## config.mk

```make
export PLATFORM = sky130hd
export DESIGN_NAME = sram_arbiter
export DESIGN_NICKNAME = d
export VERILOG_FILES = /design/src/rtl/sram_arbiter.sv
export SDC_FILE = /design/constraint.sdc
export NUM_CORES = 1
export LEC_CHECK = 0
export ABC_AREA = 1
export CORE_MARGIN = 3
export CORE_UTILIZATION = 43
export DETAILED_ROUTE_END_ITERATION = 10
export HOLD_SLACK_MARGIN = 0.02
export PLACE_DENSITY = 0.86
export SETUP_SLACK_MARGIN = 0.2
export SYNTH_ARGS = -nofsm -noshare
export SYNTH_HDL_FRONTEND = slang
export SYNTH_SLANG_ARGS = --single-unit
```

## constraint.sdc

```tcl
create_clock -name clk -period 3.5 [get_ports clk]
set_input_delay 0.875 -clock clk [delete_from_list [all_inputs] [get_ports clk]]
set_output_delay 0.875 -clock clk [all_outputs]
set_load 0.03 [all_outputs]
```

## src/rtl/sram_arbiter.sv

```systemverilog
// sram_arbiter: shares one single-port sram between two picoRV-native masters.
// Round robin by default; define SRAM_ARB_FIXED_PRIO_EN for fixed m0-first priority.
module sram_arbiter #(
    parameter int ADDRWIDTH = 13
) (
    input  logic                 clk,
    input  logic                 reset_n,
    input  logic                 m0_valid,
    input  logic [31:0]          m0_addr,
    input  logic [31:0]          m0_wdata,
    input  logic [3:0]           m0_wstrb,
    output logic                 m0_ready,
    output logic [31:0]          m0_rdata,
    input  logic                 m1_valid,
    input  logic [31:0]          m1_addr,
    input  logic [31:0]          m1_wdata,
    input  logic [3:0]           m1_wstrb,
    output logic                 m1_ready,
    output logic [31:0]          m1_rdata,
    output logic                 sram_select,
    output logic [3:0]           sram_wstrb,
    output logic [ADDRWIDTH-1:0] sram_addr,
    output logic [31:0]          sram_wdata,
    input  logic                 sram_ready,
    input  logic [31:0]          sram_rdata,
    output logic                 owner
);

    typedef enum logic [1:0] {
        IDLE,
        ISSUE,
        WAIT,
        RESP
    } state_e;

    state_e                 state_q, state_d;
    logic                   sram_select_q, sram_select_d;
    logic [3:0]             sram_wstrb_q, sram_wstrb_d;
    logic [ADDRWIDTH-1:0]   sram_addr_q, sram_addr_d;
    logic [31:0]            sram_wdata_q, sram_wdata_d;
    logic                   owner_q, owner_d;
    logic                   m0_ready_q, m0_ready_d;
    logic                   m1_ready_q, m1_ready_d;
    logic [31:0]            m0_rdata_q, m0_rdata_d;
    logic [31:0]            m1_rdata_q, m1_rdata_d;
    logic                   grant;
`ifndef SRAM_ARB_FIXED_PRIO_EN
    logic                   rr_last_q, rr_last_d;
`endif

    // Address bits above the sram range are ignored, so addresses alias.
    logic unused_addr_hi;
    assign unused_addr_hi = ^{m0_addr[31:ADDRWIDTH], m1_addr[31:ADDRWIDTH]};

    // Pick the winner among the masters requesting this cycle.
    always_comb begin
`ifdef SRAM_ARB_FIXED_PRIO_EN
        grant = ~m0_valid;
`else
        grant = (m0_valid && m1_valid) ? ~rr_last_q : m1_valid;
`endif
    end

    // Next-state and registered-output computation for the access sequence.
    always_comb begin
        state_d       = state_q;
        sram_select_d = sram_select_q;
        sram_wstrb_d  = sram_wstrb_q;
        sram_addr_d   = sram_addr_q;
        sram_wdata_d  = sram_wdata_q;
        owner_d       = owner_q;
        m0_ready_d    = m0_ready_q;
        m1_ready_d    = m1_ready_q;
        m0_rdata_d    = m0_rdata_q;
        m1_rdata_d    = m1_rdata_q;
`ifndef SRAM_ARB_FIXED_PRIO_EN
        rr_last_d     = rr_last_q;
`endif
        unique case (state_q)
            IDLE: begin
                if (m0_valid || m1_valid) begin
                    sram_select_d = 1'b1;
                    owner_d       = grant;
`ifndef SRAM_ARB_FIXED_PRIO_EN
                    rr_last_d     = grant;
`endif
                    if (grant) begin
                        sram_addr_d  = m1_addr[ADDRWIDTH-1:0];
                        sram_wdata_d = m1_wdata;
                        sram_wstrb_d = m1_wstrb;
                    end else begin
                        sram_addr_d  = m0_addr[ADDRWIDTH-1:0];
                        sram_wdata_d = m0_wdata;
                        sram_wstrb_d = m0_wstrb;
                    end
                    state_d = ISSUE;
                end
            end
            ISSUE: begin
                // One-cycle select so a write lands exactly once.
                sram_select_d = 1'b0;
                state_d       = WAIT;
            end
            WAIT: begin
                if (sram_ready) begin
                    if (owner_q) begin
                        m1_rdata_d = sram_rdata;
                        m1_ready_d = 1'b1;
                    end else begin
                        m0_rdata_d = sram_rdata;
                        m0_ready_d = 1'b1;
                    end
                    state_d = RESP;
                end
            end
            RESP: begin
                m0_ready_d = 1'b0;
                m1_ready_d = 1'b0;
                state_d    = IDLE;
            end
            default: state_d = IDLE;
        endcase
    end

    // State and output registers; reset clears everything immediately.
    always_ff @(posedge clk or negedge reset_n) begin
        if (!reset_n) begin
            state_q       <= IDLE;
            sram_select_q <= 1'b0;
            sram_wstrb_q  <= '0;
            sram_addr_q   <= '0;
            sram_wdata_q  <= '0;
            owner_q       <= 1'b0;
            m0_ready_q    <= 1'b0;
            m1_ready_q    <= 1'b0;
            m0_rdata_q    <= '0;
            m1_rdata_q    <= '0;
`ifndef SRAM_ARB_FIXED_PRIO_EN
            rr_last_q     <= 1'b1;
`endif
        end else begin
            state_q       <= state_d;
            sram_select_q <= sram_select_d;
            sram_wstrb_q  <= sram_wstrb_d;
            sram_addr_q   <= sram_addr_d;
            sram_wdata_q  <= sram_wdata_d;
            owner_q       <= owner_d;
            m0_ready_q    <= m0_ready_d;
            m1_ready_q    <= m1_ready_d;
            m0_rdata_q    <= m0_rdata_d;
            m1_rdata_q    <= m1_rdata_d;
`ifndef SRAM_ARB_FIXED_PRIO_EN
            rr_last_q     <= rr_last_d;
`endif
        end
    end

    assign sram_select = sram_select_q;
    assign sram_wstrb  = sram_wstrb_q;
    assign sram_addr   = sram_addr_q;
    assign sram_wdata  = sram_wdata_q;
    assign owner       = owner_q;
    assign m0_ready    = m0_ready_q;
    assign m1_ready    = m1_ready_q;
    assign m0_rdata    = m0_rdata_q;
    assign m1_rdata    = m1_rdata_q;

endmodule

```

==> results of run 1 <==
==> flip-flops by register name (all words and copies together) (netlist names) <==
register     count
m0_rdata        32
m1_rdata        32
sram_wdata      32
sram_addr       13
sram_wstrb       4
state_q          2
m0_ready         1
m1_ready         1
owner            1
rr_last_q        1
sram_select      1
==> layout make-up <==
cell class	instances	area, sq um
fillers	959	3440
multi-input cells	413	1850
repair buffers	261	2630
flip-flops and latches	120	3000
clock inverters	14	219
diodes	1	2.50
inverters	139	522
clock buffers	18	439
well taps	168	210
==> per-stage QoR <==
| step | worst slack [ns] | cells | instance area [sq um] | hold slack [ns] | util [%] |
|---|---|---|---|---|---|
| 3_5_place_dp | 0.814 | 1101 | 8210 | 0.465 | 66.7 |
| 2_1_floorplan | 1.81 | 711 | 5550 | 0.443 | - |
| 6_report | 1.08 | 1134 | 8870 | 0.395 | 72.1 |
| 5_1_grt | 1.02 | 1134 | 8870 | 0.408 | 72.1 |
| 3_3_place_gp | 0.899 | 1101 | 8210 | 0.459 | 66.7 |
| 4_1_cts | 1.07 | 1133 | 8870 | 0.398 | 72.1 |
==> cells by family after synthesis <==
kind of cell / synth area share (%)
and+or+nand+nor: 25.9
buffers and inverters: 12.8
DFF: 54.1
AOI/OAI and AO/OA: 6.02
adders and majority gates: 1.13
==> per-layer routing <==
| layer | GRT usage, % | vias to the layer above | share of wire (%) |
|---|---|---|---|
| li1 | - | 2636 | - |
| met1 | 27.3 | 2465 | 40 |
| met2 | 39.6 | 175 | 51 |
| met3 | 7.78 | 21 | 6.8 |
| met4 | 7.23 | 2 | 1.8 |
| met5 | 0 | - | 0.079 |
==> power by group through the flow <==
stage / logic [uW] / registers, uW / clock network [uW]
finish: 4200 / 2420 / 1920
CTS: 4250 / 2420 / 1950
floorplan: 1110 / 3660 / 0
detailed placement: 4230 / 2420 / 0
global placement: 4150 / 2390 / 0
global route: 4510 / 2510 / 2020
==> cells in the final DEF, fill, tap and decap left out, types with 2 or more instances in the layout <==
cell type	synthesis	final
buf_4	1	7
inv_6	0	2
clkbuf_16	0	17
clkdlybuf4s50_1	0	249
buf_12	0	4
nand4_1	2	2
inv_1	139	139
bufinv_16	0	5
clkinvlp_4	0	5
dfrtp_1	119	119
nand3_2	2	2
o21ai_0	65	65
nand2_1	232	231
ha_1	5	5
nand3_1	103	103
==> cells in the mapped netlist (all sizes together) <==
library cell	n
clkbuf	15
nand3	105
inv	139
nor2	2
nand2	232
buf	24
or2	1
ha	5
o21ai	66
dfstp	1
nand4	2
dfrtp	119
==> worst max-delay path by stage <==
stage	slack (ns)	cells after the start	start	endpoint
5_1_grt	1.02	1	owner	owner
4_1_cts	1.07	1	owner	owner
6_report	1.08	1	owner	owner
3_3_place_gp	0.90	5	sram_ready	m1_rdata[0]
3_5_place_dp	0.81	4	sram_ready	m1_rdata[20]
2_1_floorplan	1.81	6	m1_valid	sram_addr[0]
==> results.py, run 1 <==
metrics = {
    "worst_setup_path": {
        "reg2reg_to": "m1_rdata[22]",
        "critPathLaunchType": "register",
        "crit_path_max_fanout": 5,
        "critPathTopFamily": "buffers and inverters",
        "path_cells": "clkdlybuf4s50_1",
        "r2r_setup_slack_ns": 1.36,
        "cpPeakStageDelay_ns": 0.73,
        "crit_buf_inv": 1,
        "critPathSlowestCell": "clkdlybuf4s50_1",
        "rr_worst_depth": 5,
        "end_kind": "output port",
        "cp.required_ns": 2.62,
        "arrival_ns": 1.54,
        "path_class": "register to output port",
        "rr_startpoint": "state_q[0]",
    },
    "yosys": {
        "ys_top_cells_by_area": "dfrtp_1, nand2_1, inv_1",
        "synth_nets": 889,
        "synth_largest_area_cell": "dfrtp_1",
        "ys_ff_latch": 120,
        "syn_area_per_cell_sq_um": 7.81,
        "syn_area_sq_um": 5550,
        "synth_top_area_share_pct": 53.6,
        "synth_cells": 711,
        "ys_types": 18,
        "seq_area_frac_synth_pct": 54.1,
        "yosysWarnings": 0,
    },
    "floorplan": {
        "fp.dieW_um": 120,
        "core_area_sq_um": 12300,
        "rows": 40,
        "io_pins": 290,
        "die_height_um": 120,
        "initial_core_util_pct": 45.1,
        "dieArea_sq_um": 14300,
    },
    "power": {
        "combPwrFrac_pct": 49.2,
        "power_uw": 8550,
        "intPower_uw": 5000,
        "powerDensity_nw_per_um2": 963,
        "p_seq_share_pct": 28.3,
        "clockPowerShare_pct": 22.5,
        "max-vdd-ir-drop_uv": 505,
        "swShare_pct": 41.4,
        "leakage_uw": 0.00455,
        "p_switching_uw": 3540,
    },
    "finish": {
        "layout-drive-gt1-share_pct": 5.28,
        "finalNetCount": 1130,
        "area_delta_synth_final_pct": 59.8,
    },
    "clock_tree": {
        "root_buffer": "clkbuf_16",
        "postCtsHoldBufs": 0,
        "worstSkewPairLatency_ns": 0.40,
        "path_clk_slew_ns": 0.06,
        "cts_tree": "built",
        "h-tree-depth": 4,
        "post_cts_buffers": 0,
        "cts_resized": 0,
        "clockBufferDepth": 2,
        "cts_sinks": 120,
        "cts_buffers": 17,
    },
    "hold_path": {
        "hold_class": "primary input to async pin",
    },
    "placement": {
        "gp_congestion": 0.774,
        "port_buffers": 251,
        "place_hpwl_um": 11600,
    },
    "timing": {
        "period_share_pct": 69.1,
        "tns_ns": 0,
        "finalClockSkew_ns": 0.00659,
        "hold_violations": 0,
        "period_needed_ns": 2.42,
        "rsz0062_at_grt": "no",
        "setup_viol_count_final": 0,
        "tightest_slew_ns": 0.642,
        "report.final.slew_viol_count": 0,
        "relSlewSlack_pct": 57.2,
        "fmax_mhz": 414,
    },
    "route": {
        "drc": 0,
        "drtAntennaViolNets": 0,
        "wirelength_um": 16400,
        "wl_per_cell_um": 14.5,
        "num_vias": 5299,
        "firstDrtPassIters": 5,
        "drt_iter0_drc": 319,
        "via_per_inst": 4.67,
    },
    "run": {
        "drv_cap": 0,
    },
    "global_routing": {
        "grt_max_degree": 91,
        "grt_use_total_pct": 23.1,
        "gr-total-overflow": 0,
        "antenna_found_initial": 2,
        "grt_pass1_wl_um": 26200,
        "grt_pass1_vias": 5099,
    },
    "status": {
        "outcome": "finished, final reports clean",
    },
}
Note: power is estimated with default switching activity, not from simulation.
==> run 2: changes to the inputs <==
CORE_UTILIZATION = 40   (was 43)
PLACE_DENSITY = 0.81   (was 0.86)
clock period = 2.35 ns   (was 3.5 ns; I/O delays follow)
==> results.py, run 2 (same netlist as run 1, synthesis figures left out) <==
metrics = {
    "status": {
        "outcome": "finished, final reports clean",
    },
    "placement": {
        "port_buffers": 251,
        "place_hpwl_um": 10900,
        "postPlaceCellArea_sq_um": 8220,
        "gp_congestion": 0.800,
    },
    "timing": {
        "tightest_slew_ns": 0.647,
        "report.final.slew_viol_count": 0,
        "period_share_pct": 87.9,
        "period_needed_ns": 2.07,
        "hold_violations": 0,
        "rsz0062_at_grt": "no",
        "setup_viol_count_final": 0,
        "fmax_mhz": 484,
        "tns_ns": 0,
        "relSlewSlack_pct": 56.9,
        "finalClockSkew_ns": 0.00868,
    },
    "clock_tree": {
        "postCtsHoldBufs": 0,
        "cts_tree": "built",
        "cts_resized": 1,
        "post_cts_buffers": 0,
        "worstSkewPairLatency_ns": 0.41,
        "path_clk_slew_ns": 0.06,
        "cts_buffers": 17,
        "root_buffer": "clkbuf_16",
        "clockBufferDepth": 2,
        "h-tree-depth": 4,
        "cts_sinks": 120,
    },
    "worst_setup_path": {
        "path_cells": "clkdlybuf4s50_1",
        "crit_buf_inv": 1,
        "path_class": "register to output port",
        "arrival_ns": 1.48,
        "critPathLaunchType": "register",
        "critPathTopFamily": "buffers and inverters",
        "cp.required_ns": 1.76,
        "crit_path_max_fanout": 2,
        "end_kind": "output port",
        "worstSetupStartpoint": "m0_rdata[7]",
        "critPathSlowestCell": "clkdlybuf4s50_1",
        "rr_startpoint": "state_q[0]",
        "cpPeakStageDelay_ns": 0.71,
    },
    "floorplan": {
        "die_height_um": 124,
        "fp.dieW_um": 124,
        "dieArea_sq_um": 15300,
        "rows": 42,
        "core_area_sq_um": 13400,
        "io_pins": 290,
        "initial_core_util_pct": 41.4,
    },
    "power": {
        "leakage_uw": 0.00451,
        "powerDensity_nw_per_um2": 1390,
        "max-vdd-ir-drop_uv": 836,
    },
    "finish": {
        "area_delta_synth_final_pct": 58.0,
        "mostFrequentLayoutCells": "clkdlybuf4s50_1, nand2_1, inv_1, dfrtp_1, nand3_1",
        "diodes": 0,
        "design_area_sq_um": 8770,
        "final_common_cell": "clkdlybuf4s50_1",
        "finalNetCount": 1130,
        "layout-drive-gt1-share_pct": 5.08,
    },
    "route": {
        "num_vias": 5217,
        "firstDrtPassIters": 5,
        "drtAntennaViolNets": 0,
        "wl_per_cell_um": 13.8,
        "wirelength_um": 15700,
        "via_per_inst": 4.57,
        "drt_iter0_drc": 261,
        "drc": 0,
    },
    "run": {
        "drv_cap": 0,
    },
    "global_routing": {
        "grt_pass1_vias": 4992,
        "grt_max_degree": 121,
        "grt_pass1_wl_um": 24700,
        "antenna_found_initial": 0,
        "gr-total-overflow": 0,
        "grt_use_total_pct": 20.7,
    },
    "hold_path": {
        "hold_class": "primary input to async pin",
    },
}
-- run 2: changes by cell type in the layout (fill, tap and decap cells not counted) --
cell,before,now
bufinv_16,5,0
clkinv_4,1,4
clkinvlp_4,5,3
clkbuf_1,0,1
clkbuf_8,1,2
clkdlybuf4s50_1,249,248
clkinv_2,1,2
diode_2,1,0
dlygate4sd2_1,0,1
inv_6,2,3
nand2_1,231,232
nand2_2,1,0
-- run 2: worst paths after layout --
check / depth (start not counted) / to / slack, ns
setup / recovery: 1 / m0_rdata[7] / 0.28
hold / removal: 2 / m0_rdata[5] / 0.24
setup reg to reg: 5 / m0_rdata[20] / 0.59
hold reg to reg: 2 / rr_last_q / 0.46
max in group asynchronous: 2 / sram_wdata[21] / 1.62
min in group clk: 2 / rr_last_q / 0.46
-- run 2: stage by stage --
stage               util (%)  hold WS, ns  worst slack [ns]  power [uW]  cells
finish                  65.4        0.243             0.284       12200   1141
global route            65.4        0.316             0.224       12900   1141
CTS                     65.4        0.298             0.256       12300   1141
detailed placement      61.3        0.460             0.286        9870   1109
global placement        61.3        0.454             0.346        9740   1109
floorplan                  -        0.292             0.930        7110    711
-- run 2: worst reg2reg max path: stages, from the launching register on --
cell	delay, ns
dfrtp_1	0.40
inv_1	0.10
ha_1	0.32
nand3_2	0.11
buf_4	0.45
o21ai_0	0.23
-- run 2: layout make-up --
cell class / instances / area [sq um]
inverters: 139 / 522
clock inverters: 12 / 93.8
well taps: 176 / 220
clock buffers: 20 / 457
multi-input cells: 413 / 1840
flip-flops and latches: 120 / 3000
repair buffers: 261 / 2630
fillers: 1095 / 4630
-- run 2: routing by layer --
metal / up-vias / GRT usage (%) / share of wire (%)
met5: - / 0 / 0
met4: 0 / 6.99 / 1.8
met3: 18 / 6.90 / 8.2
met2: 171 / 34.0 / 49
met1: 2389 / 25.6 / 41
li1: 2639 / - / -
-- run 2: power by group --
group,leakage [uW],total [uW],switching [uW],internal (uW)
combinational,0.00276,6210,3730,2480
sequential,0.00149,3590,531,3060
clock,0.000263,2360,948,1410
total,0.00451,12200,5210,6950
